--- config.mk ---
export PLATFORM = sky130hd
export DESIGN_NAME = seq_detector_param
export DESIGN_NICKNAME = d
export VERILOG_FILES = /design/src/rtl/seq_detector_param.sv
export SDC_FILE = /design/constraint.sdc
export NUM_CORES = 1
export LEC_CHECK = 0
export ABC_AREA = 1
export BUFFER_PORTS_ARGS = -buffer_cell sky130_fd_sc_hd__buf_2
export CAP_MARGIN = 10
export CORE_UTILIZATION = 40
export CTS_CLUSTER_SIZE = 8
export DETAILED_ROUTE_END_ITERATION = 16
export GPL_ROUTABILITY_DRIVEN = 0
export HOLD_SLACK_MARGIN = 0.08
export PLACE_DENSITY = 0.65
export SLEW_MARGIN = 10
export SYNTH_ARGS = -nofsm -noshare
export SYNTH_HDL_FRONTEND = slang
export SYNTH_SLANG_ARGS = --single-unit
--- constraint.sdc ---
create_clock -name clk -period 2 [get_ports clk]
set_input_delay 0.4 -clock clk [delete_from_list [all_inputs] [get_ports clk]]
set_output_delay 0.4 -clock clk [all_outputs]
set_load 0.03 [all_outputs]
--- src/rtl/seq_detector_param.sv ---
// Serial pattern detector: compares the last N accepted bits against a
// programmable pattern, with Mealy/Moore output, overlap control and a saturating match counter.
module seq_detector_param #(
    parameter int             N        = 4,
    parameter logic [N-1:0]   PAT_INIT = 4'b0011,
    parameter int             CNT_W    = 8
) (
    input  logic             clk,
    input  logic             reset,
    input  logic             en,
    input  logic             a,
    input  logic             load,
    input  logic [N-1:0]     pattern,
    input  logic             overlap,
    input  logic             moore,
    input  logic             clr_cnt,
    output logic             y,
    output logic [CNT_W-1:0] match_count,
    output logic             sat
);

    localparam int               FW       = $clog2(N);
    localparam logic [FW-1:0]    FILL_MAX = FW'(N - 1);
    localparam logic [CNT_W-1:0] CNT_MAX  = '1;

    logic [N-1:0]     pat_q,  pat_d;
    logic [N-2:0]     hist_q, hist_d;
    logic [FW-1:0]    fill_q, fill_d;
    logic             y_q;
    logic [CNT_W-1:0] cnt_q,  cnt_d;
    logic             sat_q,  sat_d;

    logic [N-1:0]     window;
    logic             match_now;

    // Oldest bit sits at the MSB, so the incoming bit completes the window at bit 0.
    assign window    = {hist_q, a};
    assign match_now = en && !load && (fill_q == FILL_MAX) && (window == pat_q);

    // NOTE: every always_comb output gets a default first so no path leaves it unassigned (no latch).
    always_comb begin
        pat_d  = pat_q;
        hist_d = hist_q;
        fill_d = fill_q;
        if (load) begin
            pat_d  = pattern;
            hist_d = '0;
            fill_d = '0;
        end else if (en) begin
            if (match_now && !overlap) begin
                hist_d = '0;
                fill_d = '0;
            end else begin
                hist_d = window[N-2:0];
                if (fill_q != FILL_MAX) begin
                    fill_d = fill_q + 1'b1;
                end
            end
        end
    end

    // A clear wins over a coincident match; sat rises as soon as the count reaches its ceiling.
    always_comb begin
        cnt_d = cnt_q;
        sat_d = sat_q;
        if (clr_cnt) begin
            cnt_d = '0;
            sat_d = 1'b0;
        end else if (match_now) begin
            if (cnt_q != CNT_MAX) begin
                cnt_d = cnt_q + 1'b1;
            end
            sat_d = sat_q | (cnt_d == CNT_MAX);
        end
    end

    // NOTE: state registers use non-blocking assignments so every flop samples pre-edge values.
    always_ff @(posedge clk or negedge reset) begin
        if (!reset) begin
            pat_q  <= PAT_INIT;
            hist_q <= '0;
            fill_q <= '0;
            y_q    <= 1'b0;
            cnt_q  <= '0;
            sat_q  <= 1'b0;
        end else begin
            pat_q  <= pat_d;
            hist_q <= hist_d;
            fill_q <= fill_d;
            y_q    <= match_now;
            cnt_q  <= cnt_d;
            sat_q  <= sat_d;
        end
    end

    assign y           = moore ? y_q : match_now;
    assign match_count = cnt_q;
    assign sat         = sat_q;

endmodule

# After elaboration in Yosys (flattened, before gate mapping)
# Index checks and enable logic that the tools add are counted.
# classes
n_shift,0
addsub,2
n_lt_le_gt_ge,0
multipliers,0
n_reduce_logical,10
eq_ne,5
div,0
n_bitwise,1
muxes,15
# ops
operator,n
$mux W8,5
$mux W3,3
$add A8 B1 Y8 const B,1
$eq A8 B8 Y1 const B,1
$mux W2,4
$ne A8 B8 Y1 const B,1
$eq A4 B4 Y1,1
$logic_and A1 B1 Y1,4
$reduce_bool A2 Y1,2
$mux W1,3
$reduce_bool A3 Y1,1
$add A2 B1 Y2 const B,1
$eq A2 B2 Y1 const B,1
$logic_not A1 Y1,2
$ne A2 B2 Y1 const B,1
$reduce_and A2 Y1,1
$or A1 B1 Y1,1
# totals
mem_bits_ro,0
register_bits,19
latchBits,0
out_inout_bits,10
word_cells,39
n_memories,0
input_bits,12
ramBits,0

# Longest topological paths before layout
# Gate-level depths: netlist of the first run.
# logic_depth
depth_word,10
depth_mapped,11
depth_no_buf,11

# Least setup slack after synthesis of the first run
# No wires, ideal clock.
# synth_timing
kind,register -> output
from,register pat_q[0]
to,output port y
slack_ns,-0.004
t_required_ns,1.600
t_arrival_ns,1.604
path_stages_with_launch,7
n_path_buf,0
cell_sequence,dfstp_2 -> inv_1 -> nand2_1 -> nand2_1 -> nor2_1 -> nand3_1 -> o21ai_0
# synth_between
elab_chain_cells,3
# synth_lines
item,line_no,source
from (decl),26,"logic [N-1:0] pat_q, pat_d;"
from (signal assigned),87,pat_q <= pat_d;
$eq A4 B4 Y1,38,assign match_now = en && !load && (fill_q == FILL_MAX) && (window == pat_q);
$logic_and A1 B1 Y1,38,
$mux W1,96,assign y = moore ? y_q : match_now;
to (decl),17,"output logic y,"
# Every way passes these cells.

# Worst setup path after layout of the first run
# Same ends and word-level chain as after synthesis.

==> out/summary.txt, run 1 <==
outcome - finished clean
crit end category - output port
Critical Path AT - 1480 ps
clock latency at the later pin of the worst-skew pair - 300 ps
port bufs - 21
Worst path max stage delay - 550 ps
MaxCap Viol Count - 0
Slew Limit Fails - 0
largest net degree at the start of global routing - 20
final instance area - 1275 um^2
DR vias/cell - 4.930
setup violators final - 0
post-synth net total - 159
prevailing post-synth register cell - dfrtp_1
Synth top cells by count - nand2_1 (40), inv_1 (18), dfrtp_1 (17)
Design Power - 690.8 uW
die width - 54.32 um
share of flip-flops with an asynchronous set or reset - 100.0%
Layout area overhead - 16.46%
gr ovfl total - 0
DR iter-0 viols - 9
CP startpoint kind - register
initial antenna violation count - 0
I/O Pins - 22
Netlist Area Pre-Place - 1095 um^2
most frequent CP cell - nand2_1
Setup Skew - 11.95 ps
Final Net Count - 185
Final ANT Viol Nets - 0
Period Utilization, post-route - 94.04%
WL per Instance - 11.44 um
#FFs+latches synth - 19
post-synth top area cell - dfrtp_1
sequential-to-total area share from yosys stat - 43.66%
GR Util All Layers - 17.96%
ant diodes - 0
Crit-path slowest cell - dfstp_2
Die Height - 54.32 um
# H-tree levels - 1
Mean Syn Cell Area - 7.550 um^2
worst slew pin tran - 419.6 ps
Final Hold Viols - 0
vias in the first global route - 857
die area - 2950 um^2
Yosys warning count - 0
Placed Area - 1236 um^2
residual DRC count - 0
synth unique cells - 24
WS Path Type - register to output port
Routed WL - 2287 um
CTS Buf Count - 3
Setup TNS - 0 ps
critical-path maximum fanout - 2
met2 routed WL - 1005 um
Max Fclk - 531.7 MHz
Max clock buf depth - 2
CTS root buf - clkbuf_4
vias after detailed routing - 986
setup bufs post-CTS - 0
clock sinks - 19
highest routed layer - met4
Mapped Cells - 145
Initial DRT Pass Iterations - 4
Critical Path RT - 1600 ps
M1 wire length - 1174 um
std cell rows - 18
post-synth top area share - 38.86%
clock slew at the register clock pins of the worst setup and hold paths - 110 ps
routed length on met3 - 77 um
peak supply drop - 0.0003568 V
most common cell in the netlist - nand2_1
EDFF count, synth - 0
CORE AREA - 2522 um^2
Synth area leaders - dfrtp_1 (39%), nand2_1 (14%), nand3_1 (7.3%)
worst rel slew slack - 72.03%
Initial Util - 43.40%
RSZ-0062 raised after global routing - yes
hold crit path type - input pin to register
min cycle time layout - 1881 ps
fin util - 50.55%
CTS tree - built
P_leak - 0.0006670 uW
layout cell share with drive strength beyond 1 - 25.29%
Cell Chain, Critical Path - inv_2 -> nand2_1 -> nand2_1 -> nor2_1 -> nand3_1 -> o21ai_1 -> buf_4
hpwl dp - 1806 um
first-pass GRT wire length - 3732 um
pwr/cell area - 541.8 nW/um^2
## area by class of cell
class                           count  area (um^2)
Timing Repair Buffer               23        125.1
Tap cell                           30        37.54
Clock buffer                        4        26.28
Inverter                           19        71.32
Fill cell                         264         1247
Sequential cell                    19        478.0
Multi-Input combinational cell    105        536.8
## worst max-delay path, delay by kind of cell (launching register included)
kind                   cells  cell delay [ps]
flip-flops                 1              550
AND/OR/NAND/NOR            4              300
buffers and inverters      2              200
AO/OA/AOI/OAI              1              130
## logic make-up (layout without fill, tap and decap cells)
logic type,Yosys count,count (layout),share of synthesized area [%]
AO/OA/AOI/OAI,19,19,9.485
buffers and inverters,21,46,7.313
AND/OR/NAND/NOR,82,82,35.66
flip-flops,19,19,43.66
adder cells (fa/ha/maj),2,2,2.285
XOR/XNOR,2,2,1.600
## cell usage in the layout (no fill, tap or decap), drive strengths merged
| master | n |
|---|---|
| inv | 19 |
| o21ai | 11 |
| dfrtp | 17 |
| and2 | 1 |
| a21oi | 1 |
| nand3b | 1 |
| clkbuf | 4 |
| buf | 22 |
| dfstp | 2 |
| dlygate4sd3 | 1 |
| nor3 | 1 |
| or2 | 1 |
| o22ai | 7 |
| ha | 2 |
| xnor2 | 2 |
| nor2 | 16 |
| nand2 | 46 |
| nand3 | 16 |
## power by group
part	switching (uW)	internal [uW]	leakage (uW)	total (uW)
Sequential	11.9	404	0.000252	416
Combinational	46.3	31.4	0.000400	77.7
Clock	120	77.7	0.0000150	197
## sequential cells by signal, summed over array words and instances (netlist names)
signal       cells
match_count      8
pat_q            4
hist_q           3
fill_q           2
sat              1
y_q              1
## layer usage
metal	vias up	track usage (%)
met5	-	0
met3	4	3.333
met4	0	6.410
met1	448	25.91
met2	20	26.63
li1	514	-
## worst paths after layout
kind,start,endpoint,slack (ps),cells after the start
max,pat_q[0]$_DFFE_PN1P_,y,120,7
min,clr_cnt,sat$_DFFE_PN0P_,250,2
max reg2reg,match_count[0]$_DFFE_PN0P_,sat$_DFFE_PN0P_,380,11
min reg2reg,pat_q[0]$_DFFE_PN1P_,pat_q[0]$_DFFE_PN1P_,490,2
max in group asynchronous,reset,pat_q[0]$_DFFE_PN1P_,1110,2
min in group asynchronous,reset,match_count[6]$_DFFE_PN0P_,550,2
## through the flow
| stage | setup slack [ps] | cells | hold slack, ps |
|---|---|---|---|
| 2_1_floorplan | 222.9 | 145 | 104.4 |
| 3_3_place_gp | 364.6 | 195 | 369.7 |
| 3_5_place_dp | 302.3 | 195 | 374.5 |
| 4_1_cts | 68.19 | 200 | 247.4 |
| 5_1_grt | -21.90 | 200 | 246.9 |
| 6_report | 119.1 | 200 | 252.1 |
## timing repair
item | in CTS | in global routing
hold buffers | 1 | 0
resized for setup | 0 | 4
hold endpoints to repair | 17 | 0
endpoints found under the setup margin | 0 | 1
Note: power is estimated with default switching activity, not from simulation.
==> run 2, diff against run 1 <==
PLACE_DENSITY = 0.66   (was 0.65)
==> out/summary.txt, run 2 (synthesis results as in run 1) <==
clock latency at the later pin of the worst-skew pair - 290 ps (about the same)
GR Util All Layers - 17.95% (about the same)
number of fill cells - 251 (-4.9%)
critical path startpoint - pat_q[0]$_DFFE_PN1P_
Register-to-Register Path Depth - 11 (unchanged)
routed length on met3 - 118 um (+53%)
worst r2r src - match_count[0]$_DFFE_PN0P_
port bufs - 21 (unchanged)
clock slew at the register clock pins of the worst setup and hold paths - 100 ps (about the same)
setup violators final - 0 (unchanged)
Initial Util - 43.40% (unchanged)
fin util - 50.55% (unchanged)
crit end category - output port
Period Utilization, post-route - 95.11% (+1.1 points)
P_leak - 0.0006678 uW (+0.12%)
Critical Path RT - 1600 ps (about the same)
M1 wire length - 1128 um (-3.9%)
peak supply drop - 0.0004977 V (+40%)
vias after detailed routing - 982 (-0.41%)
Seq. cell area - 478.0 um^2 (unchanged)
reg2reg setup slack - 330 ps (-50 ps)
DR vias/cell - 4.910 (-0.41%)
die area - 2950 um^2 (unchanged)
min cycle time layout - 1902 ps (+21.23 ps)
FF-to-FF End - sat$_DFFE_PN0P_
Final Hold Viols - 0 (unchanged)
std cell rows - 18 (unchanged)
hold crit path type - input pin to register
layout cell share with drive strength beyond 1 - 24.71% (-0.59 points)
worst hold margin - 260.7 ps (+8.596 ps)
number of flip-flops in the largest register - 8 (unchanged)
initial antenna violation count - 0 (unchanged)
multi-input gate area in the final layout - 536.8 um^2 (unchanged)
Setup Skew - 6.227 ps (-5.727 ps)
worst rel slew slack - 71.89% (-0.14 points)
critical-path maximum fanout - 2 (unchanged)
Final ANT Viol Nets - 0 (unchanged)
Final Net Count - 185 (unchanged)
Layout area overhead - 16.46% (unchanged)
MaxCap Viol Count - 0 (unchanged)
CP startpoint kind - register
# H-tree levels - 1 (unchanged)
CORE AREA - 2522 um^2 (unchanged)
CTS root buf - clkbuf_4
Critical Path AT - 1500 ps (+20 ps)
first-pass GRT wire length - 3746 um (+0.38%)
CP Capture Point - y
met2 routed WL - 994 um (-1.1%)
DR iter-0 viols - 20 (+11)
largest net degree at the start of global routing - 20 (unchanged)
WS Path Type - register to output port
Die Height - 54.32 um (unchanged)
pwr/cell area - 533.4 nW/um^2 (-1.6%)
residual DRC count - 0 (unchanged)
CTS Buf Count - 3 (unchanged)
hpwl dp - 1790 um (-0.86%)
Initial DRT Pass Iterations - 4 (unchanged)
Slew Limit Fails - 0 (unchanged)
CTS tree - built
worst slew pin tran - 421.7 ps (+2.054 ps)
ant diodes - 0 (unchanged)
outcome - finished clean
setup bufs post-CTS - 0 (unchanged)
most common cell after layout, fill and taps aside - nand2_1
die width - 54.32 um (unchanged)
vias in the first global route - 863 (+0.70%)
RSZ-0062 raised after global routing - yes
Max clock buf depth - 2 (unchanged)
clock sinks - 19 (unchanged)
Max Fclk - 525.7 MHz (-1.1%)
gr ovfl total - 0 (unchanged)
I/O Pins - 22 (unchanged)
most frequent cells in the layout - nand2_1 (40), buf_2 (20), inv_1 (17), dfrtp_1 (17), nand3_1 (16)
WL per Instance - 11.31 um (-1.1%)
Routed WL - 2261 um (-1.1%)
highest routed layer - met4
## run 2: cell counts in the layout (fill, tap and decap cells not counted)
Identical to the previous run, type by type.
## run 2: critical path: stages (launching register included)
cell	delay (ps)
dfstp_2	540
inv_1	50
nand2_1	50
nand2_1	50
nor2_1	110
nand3_1	110
o21ai_1	130
buf_4	170
## run 2: metal layers
layer | up-vias | track usage (%)
met5 | - | 0
met4 | 0 | 5.556
met3 | 2 | 6.111
met2 | 24 | 26.83
met1 | 439 | 24.23
li1 | 517 | -
## run 2: worst min path at each step
stage / end / start / depth (start not counted)
final: sat$_DFFE_PN0P_ / clr_cnt / 2
after CTS: sat$_DFFE_PN0P_ / clr_cnt / 2
after detailed placement: fill_q[0]$_DFFE_PN0P_ / reset / 1
after floorplan: fill_q[0]$_DFFE_PN0P_ / reset / 0
after global routing: sat$_DFFE_PN0P_ / clr_cnt / 2
after global placement: fill_q[0]$_DFFE_PN0P_ / reset / 1
## run 2: what timing repair did
item | CTS | global route
setup endpoints to repair | 0 | 1
gates resized for setup | 0 | 3
hold buffers | 1 | 0
endpoints found under the hold margin | 17 | 0
## run 2: layout make-up
cell class	count	share of cell area, %
well taps	30	2.944
repair buffers	23	9.814
flip-flops and latches	19	37.49
multi-input cells	105	42.10
inverters	19	5.594
clock buffers	4	2.061
## run 2: stage by stage
stage / worst slack [ps] / instances / setup TNS, ps / area (um^2) / total power [uW]
floorplan: 222.9 / 145 / 0 / 1095 / 467.2
global placement: 377.2 / 195 / 0 / 1236 / 497.4
detailed placement: 311.8 / 195 / 0 / 1236 / 499.1
CTS: 52.55 / 200 / 0 / 1272 / 691.8
global route: -6.378 / 200 / -6.378 / 1275 / 718.1
finish: 97.90 / 200 / 0 / 1275 / 680.1
## run 2: power by group
group,total (uW),leakage (uW),switching [uW],internal [uW]
Sequential,415,0.000252,11.1,404
Combinational,78.0,0.000401,46.4,31.6
Clock,187,0.0000150,110,77.7
Total,680,0.000668,167,513
==> run 3, diff against run 2 <==
CORE_ASPECT_RATIO = 1.4   (was unset)
==> out/summary.txt, run 3 (synthesis results as in run 1) <==
outcome - finished clean
# H-tree levels - 1 (unchanged)
critical path startpoint - pat_q[0]$_DFFE_PN1P_
min cycle time layout - 1877 ps (-25.59 ps)
hpwl dp - 1943 um (+8.5%)
clock slew at the register clock pins of the worst setup and hold paths - 110 ps (about the same)
die width - 46.22 um (-15%)
Critical Path RT - 1600 ps (about the same)
sw power - 180.9 uW (+8.3%)
vias in the first global route - 1012 (+17%)
CTS Buf Count - 3 (unchanged)
FF-to-FF End - fill_q[1]$_DFFE_PN0P_
Final ANT Viol Nets - 0 (unchanged)
I/O Pins - 22 (unchanged)
CP startpoint kind - register
Setup Skew - 7.723 ps (+1.496 ps)
CP Capture Point - y
RSZ-0062 raised after global routing - no
std cell rows - 22 (+4)
Register-to-Register Path Depth - 12 (+1)
Clock power frac - 28.3% (+0.8 points)
Period Utilization, post-route - 93.83% (-1.3 points)
Critical Path AT - 1480 ps (-20 ps)
ant diodes - 0 (unchanged)
Max Fclk - 532.9 MHz (+1.4%)
CTS root buf - clkbuf_4
peak supply drop - 0.0002643 V (-47%)
worst slew pin tran - 425.4 ps (+3.740 ps)
Sw Ratio - 25.90% (+1.3 points)
reg2reg setup slack - 380 ps (+50 ps)
Seq pwr share - 59.3% (-1.7 points)
initial antenna violation count - 0 (unchanged)
MaxCap Viol Count - 0 (unchanged)
Initial DRT Pass Iterations - 5 (+1)
Gate power share - 12.4% (+0.9 points)
gr ovfl total - 0 (unchanged)
Routed WL - 2489 um (+10%)
die area - 2953 um^2 (+0.10%)
number of fill cells - 276 (+10%)
WS Path Type - register to output port
port bufs - 21 (unchanged)
Initial Util - 41.87% (-1.5 points)
DR iter-0 viols - 41 (+110%)
pwr/cell area - 541.4 nW/um^2 (+1.5%)
hold crit path type - input pin to register
largest net degree at the start of global routing - 20 (unchanged)
Max clock buf depth - 2 (unchanged)
Die Height - 63.90 um (+18%)
clock sinks - 19 (unchanged)
first-pass GRT wire length - 4167 um (+11%)
residual DRC count - 0 (unchanged)
CORE AREA - 2615 um^2 (+3.7%)
worst hold margin - 244.9 ps (-15.80 ps)
clock latency at the later pin of the worst-skew pair - 300 ps (about the same)
most common cell after layout, fill and taps aside - nand2_1
most frequent cells in the layout - nand2_1 (40), buf_2 (20), inv_1 (18)
Slew Limit Fails - 0 (unchanged)
GR Util All Layers - 19.62% (+1.7 points)
Final Hold Viols - 0 (unchanged)
Layout area overhead - 17.83%
number of flip-flops in the largest register - 8 (unchanged)
setup violators final - 0 (unchanged)
vias after detailed routing - 1032 (+5.1%)
layout cell share with drive strength beyond 1 - 24.56% (-0.14 points)
worst rel slew slack - 71.64% (-0.25 points)
critical-path maximum fanout - 2 (unchanged)
CTS tree - built
Final Net Count - 186 (+0.54%)
worst r2r src - pat_q[0]$_DFFE_PN1P_
Setup TNS - 0 ps (unchanged)
Pint - 517.6 uW (+0.87%)
DR vias/cell - 4.986 (+1.5%)
Design Power - 698.5 uW (+2.7%)
P_leak - 0.0006737 uW (+0.88%)
crit end category - output port
WL per Instance - 12.02 um (+6.4%)
==> run 3: power groups by stage <==
stage	logic, uW	clock network (uW)	registers, uW
2_1_floorplan	47.8	0	419
3_3_place_gp	78.4	0	421
3_5_place_dp	80.5	0	422
4_1_cts	82.3	204	415
5_1_grt	98.1	224	416
6_report	86.9	197	414
==> run 3: final cells by class <==
class / count / area (um^2) / area share [%]
Multi-Input combinational cell: 105 / 536.8 / 41.61
Tap cell: 36 / 45.04 / 3.492
Timing Repair Buffer: 24 / 132.6 / 10.28
Clock buffer: 4 / 26.28 / 2.037
Inverter: 19 / 71.32 / 5.529
Sequential cell: 19 / 478.0 / 37.05
==> run 3: routing by layer <==
layer | track usage [%] | wire length (um) | vias to the layer above
met5 | 0 | 0 | -
met4 | 9.926 | 34 | 0
met3 | 2.542 | 63 | 4
met2 | 34.86 | 1364 | 23
met1 | 21.26 | 1026 | 489
li1 | - | - | 516
==> run 3: how the worst min path moves through the flow <==
stage | from | end | cells past startpoint
after CTS | clr_cnt | sat$_DFFE_PN0P_ | 2
after floorplan | reset | fill_q[0]$_DFFE_PN0P_ | 0
after global placement | reset | match_count[7]$_DFFE_PN0P_ | 1
final | clr_cnt | sat$_DFFE_PN0P_ | 2
after global routing | clr_cnt | sat$_DFFE_PN0P_ | 2
after detailed placement | reset | hist_q[0]$_DFFE_PN0P_ | 1
==> run 3: per-stage QoR <==
step,area [um^2],cells,setup slack [ps],utilization (%)
floorplan,1095,145,222.9,-
global placement,1244,201,381.8,47.56
detailed placement,1244,201,327.2,47.56
CTS,1280,206,77.03,48.95
global route,1290,207,2.023,49.33
finish,1290,207,123.5,49.33
==> run 3: what timing repair did <==
action,CTS,global route
endpoints found under the setup margin,0,1
hold buffers,1,0
resized for setup,0,2
endpoints found under the hold margin,17,0
buffers inserted,0,1
==> run 3: critical path, cell delays in order, from the launching register on <==
cell	delay [ps]
dfstp_2	540
inv_1	50
nand2_1	50
nand2_1	50
nor2_1	100
nand3_1	100
o21ai_1	130
buf_4	170
